## src/rtl/key_event_scheduler.sv

```systemverilog
// key_event_scheduler: turns PS/2 decoder updates into classified key-press
// events and serializes them to the consumer through a small FIFO with a
// valid/ready handshake.
// Optional build macro: KEY_EVENT_TYPEMATIC_EN (held-key repeats also enqueue).
module key_event_scheduler #(
    parameter int unsigned DEPTH = 4,
    parameter int unsigned CNT_W = 3
) (
    input  logic             clk,
    input  logic             rst,
    input  logic [8:0]       last_change,
    input  logic [511:0]     key_down,
    input  logic             been_ready,
    input  logic             ev_ready,
    input  logic             ovf_clr,
    output logic             ev_valid,
    output logic [3:0]       ev_code,
    output logic [8:0]       ev_raw,
    output logic [CNT_W-1:0] ev_count,
    output logic             overflow
);

    localparam int unsigned PTR_W  = (DEPTH > 1) ? $clog2(DEPTH) : 1;
    localparam int unsigned CODE_W = 4;
    localparam int unsigned RAW_W  = 9;

    typedef struct packed {
        logic [CODE_W-1:0] code;
        logic [RAW_W-1:0]  raw;
    } ev_t;

    ev_t              mem [DEPTH];
    logic [PTR_W-1:0] wr_ptr;
    logic [PTR_W-1:0] rd_ptr;
    logic [CNT_W-1:0] count;
    logic [CNT_W-1:0] count_nxt;
    logic             valid_q;
    logic             ovf_q;
    logic [511:0]     key_down_q;

    logic              map_hit;
    logic [CODE_W-1:0] map_code;
    logic              is_new;
    logic              press;
    logic              full;
    logic              pop;
    logic              push;
    logic              drop;

    // Scan code to event class; unmapped codes produce no event.
    always_comb begin
        map_hit  = 1'b1;
        map_code = '0;
        case (last_change)
            9'h045, 9'h070: map_code = 4'd0;
            9'h016, 9'h069: map_code = 4'd1;
            9'h01E, 9'h072: map_code = 4'd2;
            9'h026, 9'h07A: map_code = 4'd3;
            9'h025, 9'h06B: map_code = 4'd4;
            9'h02E, 9'h073: map_code = 4'd5;
            9'h036, 9'h074: map_code = 4'd6;
            9'h03D, 9'h06C: map_code = 4'd7;
            9'h03E, 9'h075: map_code = 4'd8;
            9'h046, 9'h07D: map_code = 4'd9;
            9'h079:         map_code = 4'd10;
            9'h07B:         map_code = 4'd11;
            9'h03A:         map_code = 4'd12;
            9'h05A, 9'h15A: map_code = 4'd13;
            9'h066:         map_code = 4'd14;
            default:        map_hit  = 1'b0;
        endcase
    end

`ifdef KEY_EVENT_TYPEMATIC_EN
    // Every decoder update of a held mapped key counts, including repeats.
    assign is_new = 1'b1;
`else
    // Only a key not already held last cycle counts as a press.
    assign is_new = ~key_down_q[last_change];
`endif

    assign press = been_ready & key_down[last_change] & is_new & map_hit;
    assign full  = (count == CNT_W'(DEPTH));
    assign pop   = valid_q & ev_ready;
    // A full FIFO still accepts a push when the head leaves on the same edge.
    assign push  = press & (~full | pop);
    assign drop  = press & full & ~pop;

    // Occupancy after this edge.
    always_comb begin
        count_nxt = count;
        case ({push, pop})
            2'b10:   count_nxt = count + CNT_W'(1);
            2'b01:   count_nxt = count - CNT_W'(1);
            default: count_nxt = count;
        endcase
    end

    // FIFO storage, pointers, occupancy, sticky overflow and key history.
    always_ff @(posedge clk) begin
        if (!rst) begin
            wr_ptr     <= '0;
            rd_ptr     <= '0;
            count      <= '0;
            valid_q    <= 1'b0;
            ovf_q      <= 1'b0;
            key_down_q <= '0;
            for (int unsigned i = 0; i < DEPTH; i++) begin
                mem[i] <= '0;
            end
        end else begin
            key_down_q <= key_down;
            if (push) begin
                mem[wr_ptr] <= '{code: map_code, raw: last_change};
                wr_ptr      <= wr_ptr + PTR_W'(1);
            end
            if (pop) begin
                rd_ptr <= rd_ptr + PTR_W'(1);
            end
            count   <= count_nxt;
            valid_q <= (count_nxt != '0);
            // A drop in the same cycle as a clear leaves the flag set.
            if (drop) begin
                ovf_q <= 1'b1;
            end else if (ovf_clr) begin
                ovf_q <= 1'b0;
            end
        end
    end

    // Head event is presented straight from storage.
    assign ev_valid = valid_q;
    assign ev_code  = mem[rd_ptr].code;
    assign ev_raw   = mem[rd_ptr].raw;
    assign ev_count = count;
    assign overflow = ovf_q;

endmodule

```

## config.mk

```make
export PLATFORM = sky130hd
export DESIGN_NAME = key_event_scheduler
export DESIGN_NICKNAME = d
export VERILOG_FILES = /design/src/rtl/key_event_scheduler.sv
export SDC_FILE = /design/constraint.sdc
export NUM_CORES = 1
export LEC_CHECK = 0
export ABC_AREA = 1
export BUFFER_PORTS_ARGS = -buffer_cell sky130_fd_sc_hd__buf_2
export CAP_MARGIN = 20
export CORE_AREA = 2 2 311 252
export CTS_CLUSTER_DIAMETER = 120
export DETAILED_ROUTE_END_ITERATION = 6
export DIE_AREA = 0 0 313 254
export GPL_ROUTABILITY_DRIVEN = 0
export PLACE_DENSITY = 0.57
export SYNTH_ARGS = -nofsm -noshare
export SYNTH_HDL_FRONTEND = slang
export SYNTH_SLANG_ARGS = --single-unit
```

## constraint.sdc

```tcl
create_clock -name clk -period 4.1 [get_ports clk]
set_clock_uncertainty 0.2 [all_clocks]
set_input_delay 0.82 -clock clk [delete_from_list [all_inputs] [get_ports clk]]
set_output_delay 0.82 -clock clk [all_outputs]
set_load 0.01 [all_outputs]
```

## Yosys cells after proc, flatten, opt, wreduce, memory -nomap -nowiden

Memories as Yosys holds them, arrays and structs flattened. A register that Yosys moved wholly into a read port is not among the register bits.
Cells that the tools add are included.

- Register bits after elaboration: 521
- RAM bits: 52
- Input bits: 526
- Output and inout bits: 18
- Word-level logic and storage cells: 84
- Memories kept: 1

Memories:

| memory | words | bits a word | rd ports | clocked after Yosys merged registers in | wr ports | line | RTL |
|---|---|---|---|---|---|---|---|
| mem | 4 | 13 | 1 | 1 | 4 | 32 | `ev_t mem [DEPTH];` |

- $add $sub $neg: 4
- Magnitude comparators: 1
- Eq/ne operators: 29
- Mux-type cells: 18
- Bitwise operators: 11
- Reduce and logical (&&, ||, !) cells: 14

Operators with widths:

| cell | count |
|---|---|
| == test 9 x 7 -> 1 bit, second input constant | 16 |
| == test 9 x 6 -> 1 bit, second input constant | 7 |
| one-hot mux 4 bit (14 select lines) | 1 |
| OR reduction 26 bit | 1 |
| OR reduction 2 bit | 10 |
| binary-select mux 1 bit (select 9 bit) | 2 |
| == test 9 x 5 -> 1 bit, second input constant | 2 |
| two-way mux 13 bit | 1 |
| OR reduction 13 bit | 1 |
| < comparator 9 x 10 -> 1 bit, second input constant | 1 |
| two-way mux 1 bit | 10 |
| == test 9 bit, second input constant | 1 |
| bitwise AND 1 bit | 7 |
| two-way mux 2 bit | 3 |
| one-hot mux 3 bit (2 select lines) | 1 |
| adder 2 x 1 -> 2 bit, second input constant | 2 |
| adder 3 x 1 -> 3 bit, second input constant | 1 |
| == test 3 bit, second input constant | 1 |
| NOT 1 bit | 3 |
| nonzero test 3 bit | 1 |
| subtractor 3 x 1 -> 3 bit, second input constant | 1 |
| == test 2 x 1 -> 1 bit, second input constant | 1 |
| == test 2 bit, second input constant | 1 |
| nonzero test 2 bit | 1 |
| bitwise OR 1 bit | 1 |

## Depth between registers and ports, before layout

Gate-level depths: netlist (run 1).

- Depth in word-level cells: 11
- Depth in mapped cells: 29
- Depth with buffers taken out: 26

## Worst setup path before layout (run 1)

Ideal clock, no wire load.

- Kind: input-to-reg
- Start point: input port last_change[0]
- End point: memory mem[2][0] (netlist name), enable pin
- Library setup time: 0.401 ns
- Data arrival time: 3.733 ns
- Required time: 3.499 ns
- Slack: -0.234 ns
- Stages: 24
- Buffers on the path: 3
- Cell sequence: buf_4 > nand2_2 > inv_2 > buf_6 > buf_2 > nand2_1 > nand2_1 > o21ai_0 > nand2_1 > nor2_1 > nor2_1 > nor2_1 > nand2_1 > nand2_1 > nand2_1 > nor2_1 > nand2_1 > nand2_1 > nand4_4 > nor2_4 > inv_2 > nor2_4 > inv_1 > o21ai_0

RTL lines:

| what | line | RTL |
|---|---|---|
| start: declaration | 11 | `input logic [8:0] last_change,` |
| end: declaration | 32 |  |

## Final worst setup path (run 1)

- Start point: input port last_change[0]
- End point: register valid_q, in the netlist ev_valid

- Longest elaborated chain between the ends: 9
- Elaborated cells between the ends (all ways): 41
- Those cells by class: 28 x eq/ne; 6 x mux; 5 x bitwise; 2 x reduce/logical

RTL lines:

| what | line | RTL |
|---|---|---|
| binary-select mux 1 bit (select 9 bit) (on tied branches) | 82, 79 |  |
| two-way mux 1 bit (on tied branches) | 82, 79 |  |
| bitwise AND 1 bit / NOT 1 bit (equally long branches) | 82, 79 |  |
| bitwise AND 1 bit | 82 | `assign press = been_ready & key_down[last_change] & is_new & map_hit;` |
| bitwise AND 1 bit * | 82 |  |
| bitwise AND 1 bit * | 86 | `assign push = press & (~full \| pop);` |
| == test 2 x 1 -> 1 bit / == test 2 bit (equally long branches) | 92 | `case ({push, pop})` |
| one-hot mux 3 bit (2 select lines) * | 92 |  |
| nonzero test 3 bit * | 121 | `valid_q <= (count_nxt != '0);` |
| end signal: assignment | 121 |  |
| end: declaration | 37 | `logic valid_q;` |

Mark *: on every way between the ends. The rest lies on a longest branch, timed or not. The select of a mux whose other input is x is not followed.
A chain may end at the register's enable or synchronous reset.

==> results.cfg, run 1 <==
[run_status]
outcome = completed

[grt]
grt_pass1_vias = 25300
gr-usage-all-layers = 0.244
antenna_found_initial = 26
grt_max_degree = 226
grt_overflow = 0
grt_pass1_wl_mm = 148

[die]
dieArea_sq_um = 79500
chipWidth_um = 313
std_cell_rows = 91
ios = 544
core_sq_um = 76400
fp.dieH_um = 254
start_util = 0.348

[critical_path]
crit_fanout = 24
crit_type = in -> reg
worstPathArrival_ps = 4110
endpoint_kind = register
cp.required_ps = 4440
start_kind = input pin

[logic_synthesis]
ys_types = 32
synthFlopType = dfxtp_1
async_flop_share = 0
synth_most_common_cell = nand2_1
synth_area_leader_cell = dfxtp_1
synth.avg_cell_area_sq_um = 6.43
yosysSeqAreaShare = 0.453
synth_top_area_frac = 0.394
synth_area_sq_um = 26600
synth-edff-count = 52
synth_cells = 4131
synthTopCellsByArea = dfxtp_1, nand2_1, inv_1
synth_seq_cells = 575
synthTopCellsByCount = nand2_1, inv_1, dfxtp_1
ys_warn_count = 0

[cells_and_area]
utilization = 0.442
drive_above_1_share = 0.185
final_nets = 5248
fill_cells = 8018
design_area_sq_um = 33700
area_growth_pct = 27.1

[timing]
timing.final.crit_share = 0.919
hold_slack_ps = 165
slew_headroom = 0.128
setup_violations = 0
rsz0062_at_grt = false
worstMarginPinSlew_ps = 1310
max_freq_mhz = 265
fin_tns_setup_ps = 0
hold_violations = 0
finalMaxSlewViolations = 0
fin_crit_ps = 3770

[cts]
cts_buffer_depth = 3
post-cts-setup-buffers = 0
clockRootBuffer = clkbuf_16
numCtsBuffers = 61
clock-sinks = 575
cts-htree-levels = 2
clk_latency_ps = 650
clk_pin_slew_ps = 60
cts_tree = yes

[pwr]
p_leak_nw = 19.5
powerDensity_nw_per_um2 = 409
peakVddDrop_uv = 333
p_total_mw = 13.8

[placement]
dpl.hpwl_mm = 73.0
port_buffers = 543
postPlaceCellArea_sq_um = 31700

[route]
drt_iter0_drc = 2070
wire_per_inst_um = 17.0
route.detailed.drc = 0
vias = 26600
ant_nets = 0
first_pass_iters = 5
via_per_inst = 4.59
wirelength_mm = 98.6

[worst_hold_path]
hp-class = in -> reg

[flow_run]
cap_violations = 0
-- timing repair --
item                       4_1_cts  5_1_grt
hold buffers                     0        0
gates resized for setup          0        2
setup endpoints to repair        0        1
-- metrics by stage --
stage                     setup WS, ps  cells
after floorplan                   43.1   4134
after global placement            -402   5681
after detailed placement          -427   5681
after CTS                          272   5796
after global routing              11.1   5798
final                              332   5801
-- flip-flops by register name, indices dropped and copies added (netlist names), named ones only --
register,flops
ev_count,3
ev_valid,1
key_down_q,512
mem,52
overflow,1
rd_ptr,2
wr_ptr,2
-- power breakdown --
group          internal [mW]  switching [mW]
sequential              5.97          0.0941
clock                   3.21            2.40
combinational          0.793            1.33
-- path summary, 6_finish.rpt --
path / start / to / slack [ps] / cells after the start
max reg2reg: key_down_q[136] / mem[2][6] / 990 / 20
min: key_down[393] / key_down_q[393] / 160 / 3
min reg2reg: rd_ptr[0] / rd_ptr[0] / 280 / 1
max: last_change[0] / ev_valid / 330 / 27
-- metal layers --
layer | GRT usage | wire length [um] | up-vias
met5 | 0 | 232 | -
met4 | 0.0808 | 3010 | 36
met3 | 0.0494 | 6730 | 208
met2 | 0.393 | 44100 | 849
met1 | 0.325 | 44400 | 12000
li1 | - | - | 13600
-- logic make-up (layout without fill, tap and decap cells) --
logic type,after synthesis,count (layout),share of synthesized area
buffers and inverters,799,1438,0.120
other,1,9,0.000141
adder cells (fa/ha/maj),1,1,0.000754
flip-flops,575,575,0.453
AND/OR/NAND/NOR,2552,2552,0.381
XOR/XNOR,1,1,0.000330
AO/OA/AOI/OAI,202,202,0.0445
-- worst max-delay path, stage by stage --
cell     delay, ps
buf_6          160
nand2_2        120
inv_8          260
buf_4          370
nand2_1         80
nand3_1        100
nand2_1         60
nand2_1         80
o21ai_0        120
buf_4          180
nand2_1         60
nor2_1          40
nor2_1         140
nor2_1         100
nand2_1         70
nand2_1        100
a21oi_1        180
nand2_1         90
nand2_1         90
inv_1           50
fa_1           430
inv_1           70
nand3_1         70
nand2_1         70
nand2_1         50
nand2_1         50
nand2_1         50
-- layout make-up --
class | count | area [sq um] | area share
clock inverter | 26 | 219 | 0.00649
timing repair buffer | 754 | 4870 | 0.144
sequential | 575 | 12000 | 0.357
tap | 1023 | 1280 | 0.0379
antenna | 5 | 12.5 | 0.000371
clock buffer | 89 | 1820 | 0.0538
multi-input combinational | 2760 | 11400 | 0.336
inverter | 569 | 2160 | 0.0639
-- cells in the final DEF (no fill, tap or decap), types with 2 or more instances in the layout --
| master | instances |
|---|---|
| inv_1 | 560 |
| o22ai_1 | 13 |
| clkbuf_1 | 13 |
| inv_6 | 6 |
| buf_12 | 44 |
| conb_1 | 4 |
| o21ai_1 | 18 |
| a22oi_1 | 58 |
| dfxtp_1 | 523 |
| nor2_2 | 9 |
| diode_2 | 5 |
| bufinv_16 | 2 |
| nand2_1 | 2110 |
| edfxtp_1 | 52 |
| nand3_1 | 83 |
| o21ai_0 | 66 |
| a21oi_1 | 43 |
| inv_4 | 2 |
| nor3_1 | 10 |
| nand4_1 | 128 |
| buf_2 | 540 |
| clkinv_2 | 15 |
| nor2_1 | 195 |
| buf_4 | 168 |
| nor4_1 | 6 |
| clkbuf_8 | 12 |
| nand2_2 | 4 |
| nor2_4 | 5 |
| clkinvlp_4 | 6 |
| inv_2 | 2 |
| clkbuf_16 | 64 |
(Power assumes the default switching activity.)
==> inputs of run 2 (changes only) <==
- RECOVER_POWER: not set -> 100
==> run 2 against run 1 <==
Effect of this change: the run now ends with design-rule violations, max-capacitance violations, max-slew violations left; clock-buffer cell count is the same; via count grew 0.20%; sequential cell count is the same; register-to-register slack lost 120 ps; critical path depth shrank 1; core utilization shrank 0.15 points; largest power group unchanged.
==> results.cfg, run 2 (synthesis results as in run 1) <==
[die]
core_sq_um = 76400
start_util = 0.348
ios = 544
dieArea_sq_um = 79500
chipWidth_um = 313
std_cell_rows = 91
fp.dieH_um = 254

[grt]
grt_pass1_wl_mm = 148
gr-usage-all-layers = 0.244
use_met3 = 0.0494
grt_overflow = 0
grt_pass1_vias = 25300
grt_max_degree = 226
grt_most_used_layer = met2
antenna_found_initial = 26
use_met1 = 0.325
gr-usage-met2 = 0.393

[timing]
fin_ws_ps = 269
rsz0062_at_grt = false
fin_tns_setup_ps = 0
setup_violations = 0
hold_slack_ps = 163
hold_violations = 0
max_freq_mhz = 261
slew_headroom = -1.23
timing.final.crit_share = 0.934
fin_crit_ps = 3830
worstMarginPinSlew_ps = 3350
finalMaxSlewViolations = 486

[worst_hold_path]
whs_path_depth = 3
min-delay-start = key_down[393]
hp-class = in -> reg
whs_endpoint = key_down_q[393]

[route]
drt_iter0_drc = 2099
ant_nets = 0
wire_per_inst_um = 17.0
vias = 26700
via_per_inst = 4.60
route.detailed.drc = 1
wirelength_mm = 98.7
first_pass_iters = 7

[cells_and_area]
regMostFlops = key_down_q
final_nets = 5248
drive_above_1_share = 0.179
area_growth_pct = 26.6
seqCellArea_sq_um = 12000
mostFrequentLayoutCells = nand2_1, inv_1, dfxtp_1
multi_input_area_sq_um = 11300
layout_commonest_cell = nand2_1
fill_cells = 8051
largest_reg_flops = 512

[critical_path]
worstSetupStartpoint = last_change[1]
crit_type = in -> reg
reg2reg_depth = 20
cp.required_ps = 4270
start_kind = input pin
worstPathArrival_ps = 4000
r2r-start = key_down_q[136]
reg2reg_slack_ps = 870
endpoint_kind = register
reg2reg_to = mem[0][4]
crit_fanout = 20

[placement]
dp_slack_ps = -427
port_buffers = 543
dpl.hpwl_mm = 73.0

[cts]
cts_tree = yes
clk_pin_slew_ps = 60
cts-htree-levels = 2
cts_hold_buf = 0
clock-sinks = 575
numCtsBuffers = 61
clockRootBuffer = clkbuf_16
clk_latency_ps = 650
cts_buffer_depth = 3

[run_status]
violations = design-rule violations, max-capacitance violations, max-slew violations
outcome = complete, but fails checks

[pwr]
p_leak_nw = 19.4
peakVddDrop_uv = 305
powerDensity_nw_per_um2 = 410

[flow_run]
cap_violations = 4
## run 2: changes by cell type in the layout (fill, tap and decap cells not counted), moves of 2 or more
cell and delta:
clkbuf_1 +22, buf_2 -18, buf_4 -9, clkbuf_2 +6
nor2_1 +5, buf_12 -3, nor2_2 -3, clkbuf_4 +2
nor2_4 -2
## run 2: final cells by class
cell class	instances	area share
flip-flops and latches	575	0.358
multi-input cells	2760	0.337
repair buffers	754	0.142
inverters	569	0.0641
clock buffers	89	0.0540
well taps	1023	0.0381
clock inverters	26	0.00651
diodes	5	0.000372
## run 2: power breakdown
group / leakage (nW) / total, mW / internal [mW] / switching [mW]
combinational: 13.5 / 2.12 / 0.795 / 1.33
sequential: 4.89 / 6.07 / 5.97 / 0.0935
clock: 0.994 / 5.61 / 3.21 / 2.40
## run 2: critical path: stages
cell and delay (ps):
buf_4 140, clkinv_2 120, nand2_2 120, inv_6 130, buf_12 200, buf_4 180
nand2_1 60, nand4_1 100, nand2_1 90, nand2_1 50, nor2_1 250, nor2_1 70
nor2_1 140, nand2_1 80, a21oi_2 180, nand2_1 80, nand2_1 150, nand2_2 90
buf_4 170, nand4_4 60, nor2_1 60, inv_2 60, clkbuf_2 270, nor2_1 110
inv_1 120, nor2_1 50
## run 2: layer usage
metal,part of all wire,wire [um],vias to the layer above
met5,0.0023,231,-
met4,0.030,2940,36
met3,0.071,6960,205
met2,0.45,44400,883
met1,0.45,44200,12000
li1,-,-,13600
## run 2: metrics by stage
stage	cells	total power [mW]	util	area, sq um
floorplan	4134	7.24	-	26600
global placement	5681	8.32	0.415	31700
detailed placement	5681	8.31	0.415	31700
CTS	5796	13.9	0.441	33700
global route	5798	14.4	0.440	33600
finish	5801	13.8	0.440	33600
## run 2: how the worst max path moves through the flow
stage	slack, ps	endpoint	depth (start not counted)
2_1_floorplan	40	mem[3][0]	20
3_3_place_gp	-400	ev_valid	28
3_5_place_dp	-430	ev_valid	28
4_1_cts	270	ev_valid	28
5_1_grt	10	ev_valid	27
6_report	270	mem[1][11]	26
## run 2: what timing repair did
item | in CTS | in global routing
setup endpoints to repair | 0 | 1
gates resized for setup | 0 | 2
setup buffers | 0 | 0
